File: src/rtl/ifu_fetch.sv
// Instruction fetch unit: owns the PC, fetches one word at a time and hands it to the core.
// Optional same-cycle response forwarding to the core is enabled with `define IFU_BYPASS_EN.
module ifu_fetch #(
    parameter logic [31:0] RESET_PC     = 32'h8000_0000,
    parameter bit          FAULT_STICKY = 1'b1
) (
    input  logic        clk,
    input  logic        rst,
    output logic        mem_req_valid,
    input  logic        mem_req_ready,
    output logic [31:0] mem_req_addr,
    input  logic        mem_rsp_valid,
    input  logic [31:0] mem_rsp_data,
    input  logic        mem_rsp_err,
    output logic        inst_valid,
    input  logic        inst_ready,
    output logic [31:0] inst,
    output logic [31:0] inst_pc,
    input  logic [31:0] next_pc,
    output logic        fetch_fault,
    output logic [31:0] fetch_cnt
);

    // Handshakes: a transfer happens on a cycle where both valid and ready are high;
    // valid and its payload stay stable until that cycle, ready may change freely.
    typedef enum logic [1:0] {
        S_REQ   = 2'd0,
        S_WAIT  = 2'd1,
        S_HOLD  = 2'd2,
        S_FAULT = 2'd3
    } state_e;

    state_e      state_q, state_d;
    logic [31:0] pc_q, pc_d;
    logic [31:0] inst_q, inst_d;
    logic [31:0] inst_pc_q, inst_pc_d;
    logic [31:0] cnt_q, cnt_d;
    logic        retire;

    always_comb begin
        state_d   = state_q;
        pc_d      = pc_q;
        inst_d    = inst_q;
        inst_pc_d = inst_pc_q;
        cnt_d     = cnt_q;
        retire    = 1'b0;
        case (state_q)
            S_REQ: begin
                if (mem_req_ready) begin
                    state_d = S_WAIT;
                end
            end
            S_WAIT: begin
                if (mem_rsp_valid) begin
                    if (mem_rsp_err) begin
                        state_d = S_FAULT;
                    end else begin
                        inst_d    = mem_rsp_data;
                        inst_pc_d = pc_q;
                        state_d   = S_HOLD;
`ifdef IFU_BYPASS_EN
                        retire    = inst_ready;
`endif
                    end
                end
            end
            S_HOLD: begin
                retire = inst_ready;
            end
            S_FAULT: begin
                if (!FAULT_STICKY) begin
                    pc_d    = RESET_PC;
                    state_d = S_REQ;
                end
            end
            default: begin
                state_d = S_REQ;
            end
        endcase
        // A misaligned target from the core cannot be fetched and is reported as a fault.
        if (retire) begin
            cnt_d   = cnt_q + 32'd1;
            pc_d    = next_pc;
            state_d = (next_pc[1:0] != 2'b00) ? S_FAULT : S_REQ;
        end
    end

    always_ff @(posedge clk) begin
        if (rst) begin
            state_q   <= S_REQ;
            pc_q      <= RESET_PC;
            inst_q    <= 32'd0;
            inst_pc_q <= 32'd0;
            cnt_q     <= 32'd0;
        end else begin
            state_q   <= state_d;
            pc_q      <= pc_d;
            inst_q    <= inst_d;
            inst_pc_q <= inst_pc_d;
            cnt_q     <= cnt_d;
        end
    end

    // Request is masked during reset so memory never sees one while rst is high.
    assign mem_req_valid = (state_q == S_REQ) && !rst;
    assign mem_req_addr  = pc_q;
    assign fetch_fault   = (state_q == S_FAULT);
    assign fetch_cnt     = cnt_q;

`ifdef IFU_BYPASS_EN
    assign inst_valid = (state_q == S_HOLD) ||
                        ((state_q == S_WAIT) && mem_rsp_valid && !mem_rsp_err);
    assign inst       = (state_q == S_WAIT) ? mem_rsp_data : inst_q;
    assign inst_pc    = (state_q == S_WAIT) ? pc_q : inst_pc_q;
`else
    assign inst_valid = (state_q == S_HOLD);
    assign inst       = inst_q;
    assign inst_pc    = inst_pc_q;
`endif

endmodule

File: config.mk
export PLATFORM = sky130hd
export DESIGN_NAME = ifu_fetch
export DESIGN_NICKNAME = d
export VERILOG_FILES = /design/src/rtl/ifu_fetch.sv
export SDC_FILE = /design/constraint.sdc
export NUM_CORES = 1
export LEC_CHECK = 0
export CAP_MARGIN = 20
export CORE_ASPECT_RATIO = 1.2
export CORE_MARGIN = 2
export CORE_UTILIZATION = 43
export CTS_CLUSTER_DIAMETER = 200
export DETAILED_ROUTE_END_ITERATION = 8
export GPL_TIMING_DRIVEN = 0
export HOLD_SLACK_MARGIN = 0.06
export PLACE_DENSITY = 0.86
export SYNTH_ARGS = -nofsm -noshare
export SYNTH_HDL_FRONTEND = slang
export SYNTH_SLANG_ARGS = --single-unit
File: constraint.sdc
create_clock -name clk -period 2.07 [get_ports clk]
set_input_delay 0.3105 -clock clk [delete_from_list [all_inputs] [get_ports clk]]
set_output_delay 0.3105 -clock clk [all_outputs]
set_load 0.01 [all_outputs]
Word-level counts from Yosys, hierarchy flattened
Index checks and enable logic that the tools add are counted.
Operators by class
  add/sub/neg operators: 1
  eq/ne operators: 5
  mux-type cells: 7
  bitwise gates (word level): 1
  reduce and logical (&&, ||, !) cells: 7
Operators by type and width (number)
  32-bit by 1-bit adder with 32-bit output, second input constant: 1
  2-bit 2-to-1 mux: 4
  3-bit inequality test, second input constant: 2
  3-bit AND reduction: 2
  2-bit equality test, second input constant: 2
  2-bit one-hot mux with 2 select lines: 1
  3-bit nonzero test: 1
  2-bit by 1-bit equality test with 1-bit output, second input constant: 1
  2-bit logical NOT: 1
  1-bit 2-to-1 mux: 2
  2-bit nonzero test: 1
  1-bit logical AND: 1
  1-bit logical NOT: 1
  1-bit inverter: 1
Word-level totals
  flip-flop bits (word level): 130
  logic and storage cells: 26

Longest topological paths before layout
  word-level depth: 4
  depth in mapped cells: 6
  depth with buffers taken out: 5

Least setup slack after synthesis
No wires, ideal clock.
  path type: reg-to-reg
  start point: register cnt_q[8], in the netlist fetch_cnt[8]
  end point: register cnt_q[28], in the netlist fetch_cnt[28]
  setup time: 0.121 ns
  arrival: 1.627 ns
  setup slack: 0.323 ns
  cell stages (with the launch flop): 6
  buffers on the path: 1
  period minus slack after synthesis: 1.747 ns
  path through: dfxtp_1 and4_1 nand2_1 clkbuf_8 nor4_2 mux2_2
Between the ends
  cells in the longest elaborated chain, start to end: 1
Ends and longest elaborated chain
  from (decl): line 37  | logic [31:0] cnt_q, cnt_d;
  from (signal assigned): line 100  | cnt_q <= cnt_d;
  32-bit by 1-bit adder with 32-bit output: line 82  | cnt_d = cnt_q + 32'd1;
Every way passes these cells.
A chain may end at the register's enable or synchronous reset.

Worst setup path after layout
Same ends and word-level chain as after synthesis.

==> run metrics <==
max_cap viols 0; Ys Warns 0; hold_sp mem_rsp_data[17]; Die W 103 um; die area 0.0127 mm2; Layout Skew roughly 0.013 ns; Reg2Reg Capture Point fetch_cnt[28]; Arrival @ worst endpoint 2.23 ns; fraction of layout instances using a drive strength above 1 0.0737; Vias/cell 5.14; Net Count, Synth 696; Worst Hold Path EP inst[17]; CTS clock-pin slew for the worst setup and hold paths 0.06 ns; met3 usage 0.0695; Async SR Flop Fraction 0; met2 usage 0.448; Setup Total Neg Slack 0 ns; num ports about 200; Avg Inst Size Synth 8.13 um2; count of buffers from port buffering 200; Pwr Density 753 mW/mm2; leading area contributor after synthesis dfxtp_1; pin count of the biggest net entering global routing 17; WL per Instance 15.7 um; critical path required time 2.37 ns; largest cells by area after synthesis dfxtp_1 (51%), nand2_1 (16%), a21oi_1 (11%); Hold Worst Slack approximately 0.45 ns; Cells on Worst Hold Path 3; RSZ-0062 raised after global routing no; status complete, no violations; Worst R2R Start fetch_cnt[8]; GR Layer Usage met1 0.270; sequential-to-total area share from yosys stat 0.512; r2r setup slk between 0.1 and 0.15 ns; Critical Path Fanout Max 10; vias in the first global route 4894; vias approximately 5.2k; htree depth 4; initial core utilization 0.439; Layout Area Growth over Synthesis 55.0%; worst reg2reg path depth 5; Max VDD drop 453 uV; final WL 15900 um; Die Y 123 um; drt pass-1 iters 5; GP Congestion 0.919; All-Layer GR Usage 0.245; Antenna Nets Post-Route 0; Lkg Pwr around 2.7 nW; first-pass GRT wire length 24000 um; crit path kind flop to flop; crit end category flop; footprint of the multi-input gates 0.00225 mm2; clk sinks 130; pins over their slew limit 0; dominant synthesized flop cell dfxtp_1; sequential cell area 0.00260 mm2; Residual DRC 0; Critical-path top delay cell dfxtp_1; CP Launch Type flop; Filler cells 933; row count 43; synthesized cell area 0.00508 mm2; top-area cell type share of the netlist area 0.512; area of the core 0.0116 mm2; final period utilization 0.935; count leader, synth nand2_1; number of synthesized flops with an enable pin 0; Final HPWL DP 11600 um; Critical path buffers and inverters 1; worst-margin pin slew 0.542 ns; Syn Inst Count 625; Setup Viol. Count Final 0; nets 913; Netlist cell types 40; Fin. Hold Viols 0; Yosys reg bits 130; Post-synth top cells nand2_1 (210), dfxtp_1 (130), a21oi_1 (113), clkbuf_1 (29), nor2_1 (19); n_diodes 0; clock buffer depth 2; CP delay by family, top simple AND/OR/NAND/NOR gates; CTS tree built; initial antenna violation count 0; worst-path cell chain and4_2, nand2_1, clkbuf_8, nor4_2, mux2_2; Tmin final 1.93 ns; worst min-delay path class input pin to flop; Slew HR 0.639; busiest grt layer met2; clk_lat worst skew 0.41 ns; fmax 517 MHz; global route overflow 0; Clock Root Buffer clkbuf_16; crit-path max cell delay 0.43 ns; Num CTS Buffers 17; DR iter-0 viols 209
==> per-stage QoR <==
stage / instances / setup WS (ns) / utilization / instance area [um2] / power [mW]
6_report: 1012 / 0.136 / 0.681 / 7880 / 5.93
5_1_grt: 1012 / 0.00734 / 0.681 / 7880 / 6.14
4_1_cts: 1013 / 0.0237 / 0.680 / 7870 / 5.97
3_5_place_dp: 982 / -0.575 / 0.629 / 7280 / 3.05
3_3_place_gp: 982 / -0.517 / 0.629 / 7280 / 3.05
2_1_floorplan: 625 / 0.323 / - / 5080 / 2.78
==> layout make-up <==
| type | instances | share of cell area |
|---|---|---|
| sequential | 130 | 0.330 |
| multi-input combinational | 448 | 0.285 |
| tap | 157 | 0.0249 |
| buffer | 41 | 0.0284 |
| clock inverter | 13 | 0.0173 |
| clock buffer | 19 | 0.0575 |
| timing repair buffer | 200 | 0.255 |
| inverter | 4 | 0.00191 |
==> tightest hold or removal path: stages <==
cell and delay (ns):
clkdlybuf4s50_1 0.40, nand2_1 0.05, a21oi_1 0.05
==> what timing repair did <==
action,4_1_cts,5_1_grt
setup buffers,0,0
resized for setup,3,7
endpoints found under the setup margin,1,27
hold buffers,0,0
==> layer usage <==
metal  wire length [um]  vias to the layer above
li1                   -                     2545
met5                  0                        -
met2               8310                      189
met3               1120                       28
met1               6180                     2438
met4                314                        0
==> report_power, final <==
part	switching, mW	total (mW)	internal [mW]
clock	1.10	2.93	1.83
sequential	0.0275	2.57	2.54
combinational	0.199	0.427	0.227
total	1.33	5.93	4.60
==> sequential cells by signal (all words and copies together), names as in the netlist <==
name / cells
inst_pc: 32
mem_req_addr: 32
inst: 32
fetch_cnt: 32
state_q: 2
==> worst max-delay path by stage <==
stage / slack, ns / endpoint / start / cells after the start
final: 0.14 / fetch_cnt[28] / fetch_cnt[8] / 5
after global routing: 0.007 / fetch_cnt[22] / fetch_cnt[8] / 5
after CTS: 0.02 / mem_req_valid / rst / 4
after detailed placement: -0.58 / mem_req_valid / rst / 5
after global placement: -0.52 / mem_req_valid / rst / 5
after floorplan: 0.32 / fetch_cnt[28] / fetch_cnt[8] / 5
==> kinds of logic (layout without fill, tap and decap cells) <==
| family | after synthesis | in the layout | synth area share |
|---|---|---|---|
| simple gates | 301 | 301 | 0.273 |
| compound gates | 130 | 130 | 0.134 |
| flops | 130 | 130 | 0.512 |
| buf+inv | 47 | 277 | 0.0475 |
| xor+xnor | 9 | 9 | 0.0155 |
| mux | 7 | 7 | 0.0155 |
| fa+ha+maj | 1 | 1 | 0.00246 |
==> layout by cell type (no fill, tap or decap), drive strengths merged, types with 6 or more instances in the layout <==
cell type / instances
clkinv: 7
or4: 11
a21oi: 113
clkbuf: 50
nand4: 13
nor2: 19
nand2: 210
or3: 6
buf: 10
dfxtp: 130
o31ai: 10
mux2: 7
nor2b: 7
clkdlybuf4s50: 197
nand3: 6
nor4: 7
o21ai: 6
nor3: 6
Power figures use the tool's default switching activity.
